## config.mk

```make
export PLATFORM = sky130hd
export DESIGN_NAME = muldiv_seq
export DESIGN_NICKNAME = d
export VERILOG_FILES = /design/src/rtl/muldiv_seq.sv
export SDC_FILE = /design/constraint.sdc
export NUM_CORES = 1
export LEC_CHECK = 0
export ABC_AREA = 1
export BUFFER_PORTS_ARGS = -buffer_cell sky130_fd_sc_hd__buf_2
export CAP_MARGIN = 20
export CORE_ASPECT_RATIO = 1.75
export CORE_MARGIN = 2
export CORE_UTILIZATION = 69
export CTS_BUF_LIST = sky130_fd_sc_hd__clkbuf_16
export CTS_CLUSTER_DIAMETER = 30
export DETAILED_ROUTE_END_ITERATION = 8
export PLACE_DENSITY = 0.91
export SETUP_SLACK_MARGIN = 0.3
export SKIP_CTS_REPAIR_TIMING = 1
export SLEW_MARGIN = 20
export SYNTH_ARGS = -nofsm -noshare
export SYNTH_HDL_FRONTEND = slang
export SYNTH_SLANG_ARGS = --single-unit
```

## constraint.sdc

```tcl
create_clock -name clk -period 5.7 [get_ports clk]
set_input_delay 1.14 -clock clk [delete_from_list [all_inputs] [get_ports clk]]
set_output_delay 1.14 -clock clk [all_outputs]
set_load 0.01 [all_outputs]
```

## src/rtl/muldiv_seq.sv

```systemverilog
// rtl/muldiv_seq.sv - iterative RV32M multiply/divide sequencer for the EX stage
module muldiv_seq #(
    parameter int XLEN = 32
) (
    input  logic            clk,
    input  logic            rst_n,
    input  logic            start,
    input  logic [2:0]      muldiv_op,
    input  logic [XLEN-1:0] op_a,
    input  logic [XLEN-1:0] op_b,
    input  logic            flush,
    output logic            stall,
    output logic            done,
    output logic [XLEN-1:0] result
);
    localparam int CW = $clog2(XLEN);

    typedef enum logic [1:0] {S_IDLE, S_CALC, S_FIX, S_DONE} state_e;

    state_e              state_q, state_d;
    logic [2:0]          op_q, op_d;
    logic [XLEN-1:0]     a_q, a_d;
    logic [XLEN-1:0]     b_q, b_d;
    logic [2*XLEN-1:0]   acc_q, acc_d;
    logic [XLEN:0]       rem_q, rem_d;
    logic [CW-1:0]       cnt_q, cnt_d;
    logic                neg_q, neg_d;
    logic [XLEN-1:0]     result_q, result_d;

    logic                a_signed, b_signed, sign_a, sign_b, is_div, div_zero, div_ovf;
    logic [XLEN-1:0]     mag_a, mag_b, quo_fix, rem_fix;
    logic [XLEN:0]       mul_sum, rem_sh;
    logic [XLEN+1:0]     div_diff;
    logic [2*XLEN-1:0]   prod_fix;

    always_comb begin
        case (muldiv_op)
            3'b000, 3'b001, 3'b100, 3'b110: begin a_signed = 1'b1; b_signed = 1'b1; end
            3'b010:                         begin a_signed = 1'b1; b_signed = 1'b0; end
            default:                        begin a_signed = 1'b0; b_signed = 1'b0; end
        endcase
        sign_a   = a_signed & op_a[XLEN-1];
        sign_b   = b_signed & op_b[XLEN-1];
        mag_a    = sign_a ? -op_a : op_a;
        mag_b    = sign_b ? -op_b : op_b;
        is_div   = muldiv_op[2];
        div_zero = is_div && (op_b == '0);
        div_ovf  = is_div && !muldiv_op[0] && (op_a == {1'b1, {(XLEN-1){1'b0}}})
                   && (op_b == {XLEN{1'b1}});

        // Multiply: add multiplicand into the upper half when the LSB is set, then shift right.
        mul_sum  = {1'b0, acc_q[2*XLEN-1:XLEN]} + (acc_q[0] ? {1'b0, a_q} : {(XLEN+1){1'b0}});
        // Divide: dividend bits shift out of acc's low word, quotient bits shift in behind them.
        rem_sh   = {rem_q[XLEN-1:0], acc_q[XLEN-1]};
        div_diff = {1'b0, rem_sh} - {2'b00, b_q};

        prod_fix = neg_q ? -acc_q : acc_q;
        quo_fix  = neg_q ? -acc_q[XLEN-1:0] : acc_q[XLEN-1:0];
        rem_fix  = neg_q ? -rem_q[XLEN-1:0] : rem_q[XLEN-1:0];
    end

    always_comb begin
        state_d  = state_q;
        op_d     = op_q;
        a_d      = a_q;
        b_d      = b_q;
        acc_d    = acc_q;
        rem_d    = rem_q;
        cnt_d    = cnt_q;
        neg_d    = neg_q;
        result_d = result_q;

        if (flush) begin
            state_d = S_IDLE;
        end else begin
            case (state_q)
                S_IDLE: begin
                    if (start) begin
                        if (div_zero) begin
                            result_d = muldiv_op[1] ? op_a : {XLEN{1'b1}};
                            state_d  = S_DONE;
                        end else if (div_ovf) begin
                            result_d = muldiv_op[1] ? '0 : op_a;
                            state_d  = S_DONE;
                        end else begin
                            op_d    = muldiv_op;
                            a_d     = mag_a;
                            b_d     = mag_b;
                            acc_d   = {{XLEN{1'b0}}, is_div ? mag_a : mag_b};
                            rem_d   = '0;
                            cnt_d   = '0;
                            neg_d   = (is_div && muldiv_op[1]) ? sign_a : (sign_a ^ sign_b);
                            state_d = S_CALC;
                        end
                    end
                end
                S_CALC: begin
                    if (op_q[2]) begin
                        rem_d = div_diff[XLEN+1] ? rem_sh : div_diff[XLEN:0];
                        acc_d = {acc_q[2*XLEN-1:XLEN], acc_q[XLEN-2:0], ~div_diff[XLEN+1]};
                    end else begin
                        acc_d = {mul_sum, acc_q[XLEN-1:1]};
                    end
                    cnt_d = cnt_q + 1'b1;
                    if (cnt_q == CW'(XLEN-1)) state_d = S_FIX;
                end
                S_FIX: begin
                    case (op_q)
                        3'b000:         result_d = prod_fix[XLEN-1:0];
                        3'b100, 3'b101: result_d = quo_fix;
                        3'b110, 3'b111: result_d = rem_fix;
                        default:        result_d = prod_fix[2*XLEN-1:XLEN];
                    endcase
                    state_d = S_DONE;
                end
                default: state_d = S_IDLE;
            endcase
        end
    end

    always_ff @(posedge clk) begin
        if (!rst_n) begin
            state_q  <= S_IDLE;
            op_q     <= '0;
            a_q      <= '0;
            b_q      <= '0;
            acc_q    <= '0;
            rem_q    <= '0;
            cnt_q    <= '0;
            neg_q    <= 1'b0;
            result_q <= '0;
        end else begin
            state_q  <= state_d;
            op_q     <= op_d;
            a_q      <= a_d;
            b_q      <= b_d;
            acc_q    <= acc_d;
            rem_q    <= rem_d;
            cnt_q    <= cnt_d;
            neg_q    <= neg_d;
            result_q <= result_d;
        end
    end

    assign stall  = rst_n & (((state_q == S_IDLE) & start) | (state_q == S_CALC) | (state_q == S_FIX));
    assign done   = (state_q == S_DONE);
    assign result = result_q;
endmodule
```

==> results of run 1 <==
## cells by family after synthesis
family / after synthesis / share of synthesized area [%]
compound gates: 638 / 17.1
xor+xnor: 73 / 3.26
fa+ha+maj: 93 / 5.81
buf+inv: 480 / 10.3
flops: 203 / 20.7
mux: 1 / 0.0510
simple gates: 2003 / 42.8
## cell usage after synthesis, types with 2 or more instances
| cell type | n |
|---|---|
| or2_2 | 12 |
| dfxtp_1 | 203 |
| nor2_2 | 19 |
| a31oi_1 | 6 |
| fa_1 | 2 |
| buf_4 | 8 |
| nand3b_1 | 15 |
| ha_1 | 76 |
| inv_1 | 327 |
| nand3_2 | 4 |
| nor3_1 | 34 |
| nand2_4 | 2 |
| nor3_2 | 3 |
| buf_2 | 39 |
| nand2_2 | 6 |
| buf_6 | 18 |
| o211ai_1 | 8 |
| nand3_1 | 321 |
| o21bai_1 | 8 |
| o21ai_0 | 233 |
| clkinv_1 | 3 |
| a21o_1 | 9 |
| xor2_1 | 53 |
| and2_1 | 2 |
| a211oi_1 | 3 |
| inv_2 | 10 |
| nor4_1 | 3 |
| clkbuf_1 | 67 |
| nand4_1 | 59 |
| a21oi_1 | 316 |
| maj3_1 | 15 |
| xnor2_1 | 20 |
| o22ai_1 | 10 |
| o21ai_1 | 16 |
| a22oi_1 | 17 |
| nand2_1 | 1035 |
| nor2_1 | 478 |
| a31o_2 | 2 |
| buf_1 | 7 |
| a21boi_0 | 3 |
| o31ai_1 | 3 |
| nor2_4 | 5 |
## stage by stage
stage | cells | setup WS, ps | cell area [µm²] | util, % | hold WS (ps)
4_1_cts | 3914 | 1840 | 21300 | 76.3 | 466
3_5_place_dp | 3849 | 1330 | 20000 | 71.7 | 457
3_3_place_gp | 3849 | 1400 | 20000 | 71.7 | 451
2_1_floorplan | 3491 | 2580 | 19600 | - | 435
## per-layer routing
layer / GRT usage, % / GRT overflow
met1: 58.0 / 0
met3: 29.2 / 0
met5: 2.45 / 0
met2: 88.2 / 44
met4: 67.0 / 37
==> impl_metrics.ini, run 1 <==
[synth]
syn_avg_cell_area_um2 = 5.63
synth_top_area_share_pct = 20.7
synth_cell_type_count = 53
yosys.area.top_type = dfxtp_1
yosysWarnings = 0
syn_area_um2 = 19600
synth_edf_count = 0
ys_ff_latch = 203
async_flop_share_pct = 0
synth_ff_type = dfxtp_1
synth_cells = 3491
yosysSeqAreaShare_pct = 20.7
synth_nets = 3640
synth_area_leaders = dfxtp_1, nand2_1, nor2_1, nand3_1, a21oi_1

[place]
gp_congestion = 1.21
portBuffers = 104
hpwl_mm = 61.7

[cts]
clock-sinks = 203
clockBufferDepth = 3
clockRootBuffer = clkbuf_16
htree_levels = 2
cts_buffers = 36

[status]
status = aborted with a tool error
stop_stage = 5_1_grt
error_line = [ERROR GRT-0116] Global routing finished with congestion. Check the congestion regions in the DRC Viewer.

[floorplan]
io_pins = 105
initial_core_util_pct = 70.2
die_width_um = 132
dieHeight_um = 227
rows = 81

[global_route]
grt_max_degree = 81
grt_usage_pct = 60.0
grt_pass1_vias = 26200
grt_overflow = 81
grt_pass1_wl_mm = 142
==> inputs of run 2 (changes only) <==
Settings changed: CORE_ASPECT_RATIO 1.75 to not set, CORE_UTILIZATION 69 to 40, CTS_BUF_LIST sky130_fd_sc_hd__clkbuf_16 to not set, CTS_CLUSTER_DIAMETER 30 to not set, PLACE_DENSITY 0.91 to not set, PLACE_DENSITY_LB_ADDON set to 0.15, SETUP_SLACK_MARGIN 0.3 to not set.
==> run 2 against run 1 <==
Net effect: synthesized cell count stayed put; area after synthesis stayed put; the run now ends clean.
==> impl_metrics.ini, run 2 <==
[synth]
synth_edf_count = 0
syn_avg_cell_area_um2 = 5.63
async_flop_share_pct = 0
yosysSeqAreaShare_pct = 20.7
syn_area_um2 = 19600
synth_area_leaders = dfxtp_1, nand2_1, nor2_1, nand3_1, a21oi_1
yosysMostFrequentCell = nand2_1
yosys.area.top_type = dfxtp_1
ys_ff_latch = 203
synth_top_area_share_pct = 20.7
yosysWarnings = 0
synth_ff_type = dfxtp_1
synth_nets = 3640
synth_cell_type_count = 53
synthTopCellsByCount = nand2_1, nor2_1, inv_1
synth_cells = 3491

[setup_path]
cp-start-kind = flop
crit_top_cell = nand2_1
worst_r2r_path_depth = 15
cp_cell_sequence = buf_4 -> nand2_1 -> inv_1 -> ha_1 -> o21ai_0 -> o21ai_0 -> nand2_1 -> nand2_1 -> nand2_1 -> nand2_1 -> nand2_1 -> nand2_1 -> nand2_1 -> nand3_1 -> a21oi_1
cp_slowest_stage_delay_ps = 510
path_buf_inv = 2
crit-reg2reg-launch = acc_q[0]$_SDFFE_PN0P_
crit_fanout = 31
endpoint_kind = flop
cp_num_cells = 15
crit_family = simple AND/OR/NAND/NOR gates
r2r_setup_slack_ps = 2250
critPathKind = reg -> reg
worst_setup_path_startpoint = acc_q[0]$_SDFFE_PN0P_
critical_path.endpoint = acc_q[60]$_SDFFE_PN0P_
rr_endpoint = acc_q[60]$_SDFFE_PN0P_
slowest_stage = dfxtp_1
worstPathArrival_ps = 3940
required_ps = 6200

[place]
hpwl_mm = 67.3
gp_congestion = 0.992
dp.cells = 4149
portBuffers = 104

[cts]
clockBufferDepth = 3
cts_tree = built
clockRootBuffer = clkbuf_16
htree_levels = 1
worstSkewPairLatency_ps = 580
cts_buffers = 27
clk_pin_slew_ps = 60
clock-sinks = 203

[global_route]
grt_max_degree = 81
grt_usage_pct = 32.9
grt_pass1_vias = 21300
grt_overflow = 0
antenna_found_initial = 4
grt_pass1_wl_mm = 128

[finish]
drive_gt1_share_pct = 7.11
multi_input_area_um2 = 13600
seqCellArea_um2 = 4070
fin_cells = 4197
top_register = acc_q
fillers = 5577
largest_reg_flops = 64
area_growth_pct = 9.38
final_nets = 3663
layout_common_cells = nand2_1, nor2_1, inv_1
layout_commonest_cell = nand2_1

[routing]
drt-pass1-iter-count = 7
drt-total-wl_mm = 85.0
vias = 23200
drtIter0Drc = 2480
via_per_inst = 5.53
drc = 0
ant_nets = 0
wl_per_cell_um = 20.2

[timing]
hold_viol_final = 0
setup_tns_ps = 0
worst_slew_pin_slew_ps = 930
fin_skew_ps = 14.0
hold-worst-slack_ps = 463
fmax_ghz = 0.290
setup_viol = 0
rsz0062_at_grt = false
slew_viol_final = 0
period_minus_slack_ps = 3450
slew-limit-headroom_pct = 37.9
period_share_pct = 60.5

[floorplan]
die_area_um2 = 50900
rows = 81
initial_core_util_pct = 40.3
io_pins = 105
fp.coreArea_um2 = 48700
dieHeight_um = 226
die_width_um = 226

[pwr]
leakagePower_nw = 10.4
p_total_mw = 4.67
powerDensity_nw_per_um2 = 218
ir_worst_vdd_mv = 0.240

[status]
status = finished clean

[min_path]
hp-class = reg -> reg
holdPathStages = 2

[job]
drv_cap = 0
## run 2: area by class of cell
class	count	share of cell area, %
Sequential cell	203	18.9
Multi-Input combinational cell	2808	63.2
Inverter	341	5.98
Antenna cell	1	0.0117
Tap cell	664	3.87
Clock inverter	15	1.14
Timing Repair Buffer	133	3.44
Clock buffer	32	3.47
## run 2: power by group
part | internal (mW) | leakage (nW) | switching [mW]
combinational | 0.326 | 8.30 | 0.858
clock | 1.20 | 0.483 | 0.738
sequential | 1.48 | 1.65 | 0.0707
## run 2: worst register-to-register path, cell delays in order (launching register included)
cell,delay (ps)
dfxtp_1,510
buf_4,360
nand2_1,220
inv_1,110
ha_1,290
o21ai_0,490
o21ai_0,360
nand2_1,130
nand2_1,130
nand2_1,100
nand2_1,110
nand2_1,170
nand2_1,80
nand2_1,60
nand3_1,90
a21oi_1,140
## run 2: per-stage QoR
| stage | area (µm²) | setup slack [ps] | utilization (%) |
|---|---|---|---|
| finish | 21500 | 2250 | 44.1 |
| global route | 21500 | 2090 | 44.1 |
| CTS | 21500 | 2380 | 44.1 |
| detailed placement | 20500 | 1960 | 42.0 |
| global placement | 20500 | 1960 | 42.0 |
| floorplan | 19600 | 2580 | - |
## run 2: how the worst min path moves through the flow
| stage | from | endpoint | slack, ps |
|---|---|---|---|
| after floorplan | b_q[10]$_SDFFE_PN0P_ | b_q[10]$_SDFFE_PN0P_ | 440 |
| after global placement | a_q[9]$_SDFFE_PN0P_ | a_q[9]$_SDFFE_PN0P_ | 450 |
| after detailed placement | a_q[9]$_SDFFE_PN0P_ | a_q[9]$_SDFFE_PN0P_ | 460 |
| after CTS | a_q[9]$_SDFFE_PN0P_ | a_q[9]$_SDFFE_PN0P_ | 470 |
| after global routing | a_q[4]$_SDFFE_PN0P_ | a_q[4]$_SDFFE_PN0P_ | 470 |
| final | result[9]$_SDFFE_PN0P_ | result[9]$_SDFFE_PN0P_ | 460 |
## run 2: kinds of logic (layout without fill, tap and decap cells)
logic type	after synthesis	in the layout	share of synthesized area, %
DFF	203	203	20.7
AOI/OAI and AO/OA	638	638	17.1
adders and majority gates	93	93	5.81
and+or+nand+nor	2003	2003	42.8
muxes	1	1	0.0510
other	0	1	0
buffers and inverters	480	521	10.3
xor gates and xnor gates	73	73	3.26
## run 2: metal layers
metal / share of wire [%] / global-route usage (%) / up-vias
li1: - / - / 11400
met1: 44 / 45.3 / 10700
met2: 42 / 50.4 / 921
met3: 8.7 / 5.93 / 182
met4: 4.6 / 14.0 / 0
met5: 0 / 0 / -
Note: power is estimated with default switching activity, not from simulation.
==> inputs of run 3 (changes only) <==
Clock period 5.7 ns to 3.6 ns, I/O delays scaled along.
==> run 3 against run 2 <==
Net effect: clock skew grew 9.0 ps; global-route usage decreased by 0.34 points; maximum frequency is 13% higher; count of clock-buffer cells in the layout up 9; die area unchanged; register-to-register slack worse by 1700 ps; via count grew 0.87%; combinational power rose by 63%; first-iteration DRC count grew 8.8%; clock power rose by 47%; critical endpoint is now acc_q[63]$_SDFFE_PN0P_; largest power group unchanged.
==> impl_metrics.ini, run 3 (synthesis gave the netlist of run 2 again) <==
[global_route]
grt_usage_pct = 32.6
grt_pass1_vias = 21100
antenna_found_initial = 2
grt_overflow = 0
grt_pass1_wl_mm = 127
grt_max_degree = 81

[cts]
cts_tree = built
worstSkewPairLatency_ps = 560
htree_levels = 1
cts_buffers = 26
clockRootBuffer = clkbuf_16
clockBufferDepth = 3
clk_pin_slew_ps = 60
clock-sinks = 203

[finish]
top_register = acc_q
layout_commonest_cell = nand2_1
drive_gt1_share_pct = 7.40
diodes = 0
area_growth_pct = 9.87
layout_common_cells = nand2_1, nor2_1, inv_1
fin_cells = 4217
largest_reg_flops = 64
final_nets = 3682

[routing]
drt-pass1-iter-count = 6
via_per_inst = 5.55
vias = 23400
drt-total-wl_mm = 85.0
drc = 0
drtIter0Drc = 2697
wl_per_cell_um = 20.2
ant_nets = 0

[timing]
period_share_pct = 84.7
slew-limit-headroom_pct = 39.4
fin_skew_ps = 23.0
slew_viol_final = 0
worst_slew_pin_slew_ps = 909
period_minus_slack_ps = 3050
fmax_ghz = 0.328
hold-worst-slack_ps = 461
setup_tns_ps = 0
setup_viol = 0
rsz0062_at_grt = false
hold_viol_final = 0

[pwr]
ir_worst_vdd_mv = 0.364
powerDensity_nw_per_um2 = 335
leakagePower_nw = 10.5

[setup_path]
cp-start-kind = flop
cp_cell_sequence = buf_4 -> nand2_1 -> fa_1 -> o21ai_0 -> nand2_1 -> nand2_1 -> a21o_1 -> nand3_1 -> nand2_1 -> nand2_1 -> nand2_1 -> nand2_1 -> a21oi_1
required_ps = 4080
slowest_stage = fa_1
crit_fanout = 34
endpoint_kind = flop
critPathKind = reg -> reg
worstPathArrival_ps = 3530
crit_top_cell = nand2_1
cp_slowest_stage_delay_ps = 530

[floorplan]
dieHeight_um = 226
fp.coreArea_um2 = 48700
io_pins = 105
die_area_um2 = 50900
initial_core_util_pct = 40.3
rows = 81
die_width_um = 226

[place]
gp_congestion = 1.02
portBuffers = 104
hpwl_mm = 67.9
dp.cells = 4169

[status]
status = finished clean

[min_path]
hp-class = reg -> reg

[job]
drv_cap = 0
-- run 3: changes by cell type in the layout (fill, tap and decap cells not counted), sizes merged --
cell / previous run / this run
buf: 133 / 153
clkbuf: 32 / 41
inv: 342 / 339
bufinv: 6 / 4
clkinvlp: 2 / 0
clkinv: 6 / 5
diode: 1 / 0
-- run 3: routing by layer --
| layer | vias to the layer above | wire length, µm | share of wire (%) | track usage [%] |
|---|---|---|---|---|
| met5 | - | 18 | 0.021 | 0 |
| met4 | 2 | 2710 | 3.2 | 10.2 |
| met3 | 119 | 6810 | 8.0 | 3.86 |
| met2 | 980 | 36400 | 43 | 50.3 |
| met1 | 10800 | 39000 | 46 | 47.0 |
| li1 | 11500 | - | - | - |
-- run 3: cell type report --
type,count,area [µm²]
inverter,341,1280
tap,664,831
fill,5493,27200
timing repair buffer,153,901
sequential,203,4070
clock buffer,41,778
clock inverter,7,143
multi-input combinational,2808,13600
-- run 3: path summary, 6_finish.rpt --
check             depth (start not counted)                       to               startpoint  slack (ps)
hold / removal                            2  result[27]$_SDFFE_PN0P_  result[27]$_SDFFE_PN0P_         460
hold reg to reg                           2  result[27]$_SDFFE_PN0P_  result[27]$_SDFFE_PN0P_         460
setup / recovery                         13   acc_q[63]$_SDFFE_PN0P_    acc_q[0]$_SDFFE_PN0P_         550
setup reg to reg                         13   acc_q[63]$_SDFFE_PN0P_    acc_q[0]$_SDFFE_PN0P_         550
-- run 3: per-stage QoR --
| stage | total power [mW] | utilization [%] | cell area, µm² | setup slack [ps] |
|---|---|---|---|---|
| after floorplan | 3.70 | - | 19600 | 995 |
| after detailed placement | 4.35 | 42.4 | 20600 | 194 |
| final | 7.22 | 44.3 | 21600 | 549 |
| after global placement | 4.35 | 42.4 | 20600 | 330 |
| after global routing | 7.50 | 44.3 | 21600 | 332 |
| after CTS | 7.18 | 44.2 | 21600 | 539 |
-- run 3: where the power goes --
group | internal, mW | total (mW) | switching [mW]
clock | 1.77 | 2.86 | 1.09
combinational | 0.535 | 1.92 | 1.38
sequential | 2.34 | 2.44 | 0.102
-- run 3: critical path, delay by kind of cell (launching register included) --
kind | cells | cell delay, ps
flops | 1 | 340
compound gates | 3 | 820
simple gates | 8 | 970
buf+inv | 1 | 320
fa+ha+maj | 1 | 530
